--- config.mk ---
export PLATFORM = sky130hd
export DESIGN_NAME = hilo_sequencer_flat
export DESIGN_NICKNAME = d
export VERILOG_FILES = /design/src/rtl/hilo_pkg.sv /design/src/rtl/hilo_sequencer_if.sv /design/src/rtl/hilo_watchdog.sv /design/src/rtl/hilo_sequencer.sv /design/src/flat_wrapper.sv
export SDC_FILE = /design/constraint.sdc
export NUM_CORES = 1
export LEC_CHECK = 0
export CORE_ASPECT_RATIO = 0.7
export CORE_UTILIZATION = 38
export DETAILED_ROUTE_END_ITERATION = 10
export PLACE_DENSITY = 0.82
export SLEW_MARGIN = 20
export SYNTH_ARGS = -nofsm -noshare
export SYNTH_HDL_FRONTEND = slang
export SYNTH_HIERARCHICAL = 1
export SYNTH_SLANG_ARGS = --single-unit
--- constraint.sdc ---
create_clock -name Clock -period 2.4 [get_ports Clock]
set_input_delay 0.72 -clock Clock [delete_from_list [all_inputs] [get_ports Clock]]
set_output_delay 0.72 -clock Clock [all_outputs]
set_load 0.02 [all_outputs]
--- src/rtl/hilo_pkg.sv ---
// Shared types and constants for the HI/LO sequencer.
package hilo_pkg;

    typedef enum logic [2:0] {
        ST_IDLE     = 3'd0,
        ST_M_LAUNCH = 3'd1,
        ST_M_WAIT   = 3'd2,
        ST_D_LAUNCH = 3'd3,
        ST_D_WAIT   = 3'd4
    } state_t;

    localparam int STOP_GUARD = 2;
    localparam int ACC_W      = 64;

endpackage

--- src/rtl/hilo_sequencer_if.sv ---
// Start/stop/result handshake between the sequencer and the Mult/Div units.
interface hilo_sequencer_if;
    logic        mult_start;
    logic        mult_stop;
    logic [31:0] mult_hi;
    logic [31:0] mult_lo;
    logic        div_start;
    logic        div_stop;
    logic [31:0] div_hi;
    logic [31:0] div_lo;
    logic        div_zero;

    modport master (
        output mult_start, div_start,
        input  mult_stop, mult_hi, mult_lo, div_stop, div_hi, div_lo, div_zero
    );

    modport slave (
        input  mult_start, div_start,
        output mult_stop, mult_hi, mult_lo, div_stop, div_hi, div_lo, div_zero
    );
endinterface

--- src/rtl/hilo_watchdog.sv ---
// Wait-state cycle counter; expire pulses on the last allowed wait cycle.
module hilo_watchdog #(
    parameter int TIMEOUT_CYCLES = 40,
    parameter int CNT_W          = 6
) (
    input  logic             Clock,
    input  logic             Reset,
    input  logic             clear,
    input  logic             run,
    output logic [CNT_W-1:0] count,
    output logic             expire
);

    always_ff @(posedge Clock) begin
        if (Reset || clear)
            count <= '0;
        else if (run)
            count <= count + 1'b1;
    end

    // Firing on count TIMEOUT_CYCLES-1 makes the counter "reach" TIMEOUT_CYCLES on this edge.
    assign expire = run && (count == CNT_W'(TIMEOUT_CYCLES - 1));

endmodule

--- src/rtl/hilo_sequencer.sv ---
// HI/LO owner: launches MULT/DIV, waits for stop, captures results, services MTHI/MTLO.
// Define HILO_MADD_EN to enable multiply-accumulate via i_MaddOp.
//
// state     | meaning
// ST_IDLE   | ready; accepts MT writes and op requests
// M_LAUNCH  | start pulse to multiplier, watchdog cleared
// M_WAIT    | waiting for multiplier stop (first STOP_GUARD cycles ignored)
// D_LAUNCH  | start pulse to divider, watchdog cleared
// D_WAIT    | waiting for divider stop (first STOP_GUARD cycles ignored)
module hilo_sequencer
    import hilo_pkg::*;
#(
    parameter int TIMEOUT_CYCLES = 40,
    parameter int CNT_W          = 6
) (
    input  logic                    Clock,
    input  logic                    Reset,
    input  logic                    i_MultOp,
    input  logic                    i_DivOp,
    input  logic                    i_MaddOp,
    hilo_sequencer_if.master        unit,
    input  logic                    i_MtHi,
    input  logic                    i_MtLo,
    input  logic [31:0]             i_WrData,
    output logic [31:0]             o_Hi,
    output logic [31:0]             o_Lo,
    output logic                    o_Busy,
    output logic                    o_DivByZero,
    output logic                    o_Timeout
);

    state_t           state_q, state_d;
    logic [CNT_W-1:0] wd_cnt;
    logic             wd_expire;
    logic             launching, waiting, guard_ok;
    logic             mult_done, div_done, mt_wr, madd_req;

`ifdef HILO_MADD_EN
    logic             madd_q;
    logic [ACC_W-1:0] acc_sum;
    assign madd_req = i_MaddOp;
    assign acc_sum  = {o_Hi, o_Lo} + {unit.mult_hi, unit.mult_lo};
`else
    logic             unused_madd;
    assign madd_req    = 1'b0;
    assign unused_madd = i_MaddOp;
`endif

    assign launching = (state_q == ST_M_LAUNCH) || (state_q == ST_D_LAUNCH);
    assign waiting   = (state_q == ST_M_WAIT)   || (state_q == ST_D_WAIT);
    assign guard_ok  = wd_cnt >= CNT_W'(STOP_GUARD);
    assign mult_done = (state_q == ST_M_WAIT) && guard_ok && unit.mult_stop;
    assign div_done  = (state_q == ST_D_WAIT) && guard_ok && unit.div_stop;
    assign mt_wr     = i_MtHi || i_MtLo;

    hilo_watchdog #(
        .TIMEOUT_CYCLES (TIMEOUT_CYCLES),
        .CNT_W          (CNT_W)
    ) u_watchdog (
        .Clock  (Clock),
        .Reset  (Reset),
        .clear  (launching),
        .run    (waiting),
        .count  (wd_cnt),
        .expire (wd_expire)
    );

    always_ff @(posedge Clock) begin
        if (Reset)
            state_q <= ST_IDLE;
        else
            state_q <= state_d;
    end

    always_comb begin
        state_d = state_q;
        case (state_q)
            ST_IDLE: begin
                if (!mt_wr) begin
                    if (i_MultOp || madd_req)
                        state_d = ST_M_LAUNCH;
                    else if (i_DivOp)
                        state_d = ST_D_LAUNCH;
                end
            end
            ST_M_LAUNCH: state_d = ST_M_WAIT;
            ST_M_WAIT:   if (mult_done || wd_expire) state_d = ST_IDLE;
            ST_D_LAUNCH: state_d = ST_D_WAIT;
            ST_D_WAIT:   if (div_done || wd_expire) state_d = ST_IDLE;
            default:     state_d = ST_IDLE;
        endcase
    end

    always_comb begin
        unit.mult_start = 1'b0;
        unit.div_start  = 1'b0;
        o_Busy          = 1'b1;
        case (state_q)
            ST_IDLE:     o_Busy          = 1'b0;
            ST_M_LAUNCH: unit.mult_start = 1'b1;
            ST_D_LAUNCH: unit.div_start  = 1'b1;
            default:     ;
        endcase
    end

    always_ff @(posedge Clock) begin
        if (Reset) begin
            o_Hi        <= '0;
            o_Lo        <= '0;
            o_DivByZero <= 1'b0;
            o_Timeout   <= 1'b0;
`ifdef HILO_MADD_EN
            madd_q      <= 1'b0;
`endif
        end else begin
            if (state_q == ST_IDLE && mt_wr) begin
                if (i_MtHi) o_Hi <= i_WrData;
                if (i_MtLo) o_Lo <= i_WrData;
            end
`ifdef HILO_MADD_EN
            if (state_q == ST_IDLE && !mt_wr && (i_MultOp || i_MaddOp))
                madd_q <= !i_MultOp;
`endif
            if (launching)
                o_DivByZero <= 1'b0;
            if (mult_done) begin
`ifdef HILO_MADD_EN
                if (madd_q)
                    {o_Hi, o_Lo} <= acc_sum;
                else
                    {o_Hi, o_Lo} <= {unit.mult_hi, unit.mult_lo};
`else
                {o_Hi, o_Lo} <= {unit.mult_hi, unit.mult_lo};
`endif
            end
            if (div_done) begin
                o_DivByZero <= unit.div_zero;
                if (!unit.div_zero)
                    {o_Hi, o_Lo} <= {unit.div_hi, unit.div_lo};
            end
            // A stop seen on the final cycle still wins over the timeout.
            if (wd_expire && !mult_done && !div_done)
                o_Timeout <= 1'b1;
        end
    end

endmodule

--- src/flat_wrapper.sv ---
// flat-port wrapper written by rule: the top's interface ports become plain ports
module hilo_sequencer_flat import hilo_pkg::*;
#(
    parameter int TIMEOUT_CYCLES = 40,
    parameter int CNT_W          = 6
)
  (Clock, Reset, i_MultOp, i_DivOp, i_MaddOp, i_MtHi, i_MtLo, i_WrData, o_Hi, o_Lo, o_Busy, o_DivByZero, o_Timeout, unit_mult_start, unit_div_start, unit_mult_stop, unit_mult_hi, unit_mult_lo, unit_div_stop, unit_div_hi, unit_div_lo, unit_div_zero);
  hilo_sequencer_if unit_i ();
  input  logic Clock;
  input  logic Reset;
  input  logic i_MultOp;
  input  logic i_DivOp;
  input  logic i_MaddOp;
  input  logic i_MtHi;
  input  logic i_MtLo;
  input  logic [31:0] i_WrData;
  output logic [31:0] o_Hi;
  output logic [31:0] o_Lo;
  output logic o_Busy;
  output logic o_DivByZero;
  output logic o_Timeout;
  output wire logic [$bits(unit_i.mult_start)-1:0] unit_mult_start;
  output wire logic [$bits(unit_i.div_start)-1:0] unit_div_start;
  input wire logic [$bits(unit_i.mult_stop)-1:0] unit_mult_stop;
  input wire logic [$bits(unit_i.mult_hi)-1:0] unit_mult_hi;
  input wire logic [$bits(unit_i.mult_lo)-1:0] unit_mult_lo;
  input wire logic [$bits(unit_i.div_stop)-1:0] unit_div_stop;
  input wire logic [$bits(unit_i.div_hi)-1:0] unit_div_hi;
  input wire logic [$bits(unit_i.div_lo)-1:0] unit_div_lo;
  input wire logic [$bits(unit_i.div_zero)-1:0] unit_div_zero;
  assign unit_mult_start = unit_i.mult_start;
  assign unit_div_start = unit_i.div_start;
  assign unit_i.mult_stop = unit_mult_stop;
  assign unit_i.mult_hi = unit_mult_hi;
  assign unit_i.mult_lo = unit_mult_lo;
  assign unit_i.div_stop = unit_div_stop;
  assign unit_i.div_hi = unit_div_hi;
  assign unit_i.div_lo = unit_div_lo;
  assign unit_i.div_zero = unit_div_zero;
  hilo_sequencer #(.TIMEOUT_CYCLES(TIMEOUT_CYCLES), .CNT_W(CNT_W)) u_core (.Clock(Clock), .Reset(Reset), .i_MultOp(i_MultOp), .i_DivOp(i_DivOp), .i_MaddOp(i_MaddOp), .unit(unit_i), .i_MtHi(i_MtHi), .i_MtLo(i_MtLo), .i_WrData(i_WrData), .o_Hi(o_Hi), .o_Lo(o_Lo), .o_Busy(o_Busy), .o_DivByZero(o_DivByZero), .o_Timeout(o_Timeout));
endmodule
==> results.toml <==
[run_status]
status = "finished clean"

[placed_design]
gp_congestion = 0.857
dp_hpwl_um = 10100
io_buffers = 237

[yosys]
ys_seq_area_share_pct = 36.6
synthCells = 374
synth_ff_type = "dfxtp_1"
synth.distinct_cells = 37
synth_seq_cells = 75
synth-edff-count = 0
synth_top_area_share_pct = 36.6
mappedNetlistArea_mm2 = 0.00410
ys_top_cells_by_area = "dfxtp_1 (37%), a221oi_2 (22%), mux2i_1 (16%), o22ai_1 (9.8%), buf_2 (2.6%)"
synth.avg_cell_area_um2 = 11.0
async_flop_share_pct = 0
syn_nets = 545
synth-warning-count = 6
yosysTopAreaCell = "dfxtp_1"

[setup_path]
cp_cell_sequence = "nor3_1 -> inv_1 -> clkdlybuf4s50_1"
critPathMaxFanout = 7
r2r-end = "u_core/state_q[1]$_SDFFE_PP0P_"
critPathMaxStageDelay_ns = 0.55
path_class = "reg2out"
rrSetupSlack_ns = 0.27
r2r_cells = 8
cp.arrival_ns = 1.61
critPathRequiredTime_ns = 1.68
reg2reg_from = "u_core/state_q[1]$_SDFFE_PP0P_"
timing.critical_path.from = "u_core/state_q[2]$_SDFFE_PP0P_"
worstSetupEndpoint = "o_Busy"
slowest_stage = "clkdlybuf4s50_1"
end_kind = "output pin"
worstSetupStartpointType = "flip-flop"

[cts]
clk_pin_slew_ns = 0.06
insertion_delay_ns = 0.33
h-tree-depth = 3
cts_setup_buffers = 0
numClockSinks = 75
cts_tree = "built"
clock_path_buffers = 2
cts_root_buf = "clkbuf_16"
numCtsBuffers = 9

[cells_and_area]
fin_nets = 767
diodes = 0
fin_util_pct = 67.0
seq_area_mm2 = 0.00150
multi_input_area_mm2 = 0.00235
drive_gt1_share_pct = 17.5
syn_to_final_growth_pct = 70.4
fillers = 803

[detailed_routing]
drc = 0
avgRoutedWirePerCell_um = 19.1
dr_total_vias = 4176
met3_length_um = 1100
viasPerCell = 5.70
drtIter0Drc = 189
top_layer = "met4"
wl_um = 14000
met1_length_um = 5870
routed-wl-met2_um = 6680
firstDrtPassIters = 5
ant_nets = 0

[timing]
slew_violations = 0
grt_setup_unrepaired = "no"
fmax_mhz = 429
hold_viol = 0
setup_viol = 0
tns_ns = 0
fin_crit_ns = 2.33
hold_slack_ns = 0.481
period_share_pct = 97.1
finalClockSkew_ns = 0.00367
timing.slew.headroom_pct = 61.1
tightest_slew_ns = 0.583

[pwr]
p_leak_nw = 2.68
ir_drop_uv = 461
p_per_area_mw_per_mm2 = 765

[global_route]
grt_max_degree = 66
grt_pass1_vias = 4241
antenna_found_initial = 0
grt_use_total_pct = 24.7
grt_pass1_wl_um = 21500
overflow = 0

[floorplan]
initial_core_util_pct = 39.3
die_w_um = 126
io_pins = 239
std_cell_rows = 31
coreArea_mm2 = 0.0104
die_y_um = 88.9
die_area_mm2 = 0.0112

[flow_run]
max_cap_violations = 0

[hold_path]
hold_path_class = "reg2reg"
[routing by layer]
layer  up-vias  global-route usage (%)
li1       1977                       -
met1      1986                    28.7
met2       180                    43.2
met3        33                    7.84
met4         0                    9.86
met5         -                       0
[how the worst min path moves through the flow]
stage,cells past startpoint,to,slack (ns),from
floorplan,2,u_core/u_watchdog/count[5]$_SDFFE_PP0P_,0.47,u_core/u_watchdog/count[5]$_SDFFE_PP0P_
global placement,2,u_core/o_DivByZero$_SDFFE_PP0P_,0.47,u_core/o_DivByZero$_SDFFE_PP0P_
detailed placement,2,u_core/o_Timeout$_SDFFE_PP0P_,0.47,u_core/o_Timeout$_SDFFE_PP0P_
CTS,2,u_core/o_Timeout$_SDFFE_PP0P_,0.48,u_core/o_Timeout$_SDFFE_PP0P_
global route,2,u_core/o_DivByZero$_SDFFE_PP0P_,0.52,u_core/o_DivByZero$_SDFFE_PP0P_
finish,2,u_core/o_Timeout$_SDFFE_PP0P_,0.48,u_core/o_Timeout$_SDFFE_PP0P_
[cell type report]
class,count,share of cell area [%]
Clock buffer,9,3.22
Clock inverter,7,2.01
Inverter,5,0.269
Multi-Input combinational cell,250,33.7
Sequential cell,75,21.5
Tap cell,132,2.36
Timing Repair Buffer,255,37.0
[state kept, by name, indices dropped and copies added (netlist names)]
| name | flops |
|---|---|
| u_core/state_q | 3 |
| u_core/o_Timeout | 1 |
| u_core/o_DivByZero | 1 |
| u_core/o_Hi | 32 |
| u_core/o_Lo | 32 |
| u_core/u_watchdog/count | 6 |
[metrics by stage]
step / cell area [um^2] / std cells / setup slack, ns / power, mW
2_1_floorplan: 4100 / 374 / 0.367 / 2.77
3_3_place_gp: 6620 / 717 / -0.00606 / 3.65
3_5_place_dp: 6620 / 717 / -0.0428 / 3.71
4_1_cts: 6980 / 733 / 0.0463 / 5.37
5_1_grt: 6990 / 733 / 0.0322 / 5.56
6_report: 6990 / 733 / 0.0698 / 5.34
[report_power, final]
group	internal, mW	switching (mW)	total [mW]
sequential	1.44	0.124	1.56
clock	1.12	0.530	1.65
combinational	1.10	1.03	2.13
total	3.65	1.69	5.34
[cells in the final DEF, fill, tap and decap left out, types with 4 or more instances in the layout]
master	count
a21oi_1	6
a221oi_2	60
buf_12	6
buf_4	13
bufinv_16	4
clkbuf_16	9
clkdlybuf4s50_1	234
dfxtp_1	74
inv_1	5
mux2i_1	65
nand2_1	4
nor2_1	11
o22ai_1	64
[kinds of logic (layout without fill, tap and decap cells)]
family	count (synthesis)	after routing	share of synthesized area, %
xor gates and xnor gates	4	4	0.855
DFF	75	75	36.6
muxes	66	66	16.1
buffers and inverters	49	276	6.59
and+or+nand+nor	37	37	4.79
adders and majority gates	1	1	0.305
AOI/OAI and AO/OA	142	142	34.7
[cells in the mapped netlist, types with 4 or more instances]
library cell  number
clkbuf_1          11
nand2_1            6
o22ai_1           64
mux2i_1           65
dfxtp_1           75
a21oi_1            7
inv_1              5
buf_2             21
nor2_1            11
a221oi_2          60
buf_6              7
nand2b_1           4
[worst max-delay path, delay by kind of cell (launching register included)]
| family | cells | cell delay, ns |
|---|---|---|
| flops | 1 | 0.35 |
| simple gates | 1 | 0.26 |
| buf+inv | 2 | 0.67 |
[what timing repair did]
item	4_1_cts	5_1_grt
hold buffers	0	0
resized for setup	2	1
setup endpoints to repair	2	1
No activity file was read; power rests on OpenSTA's default activity.
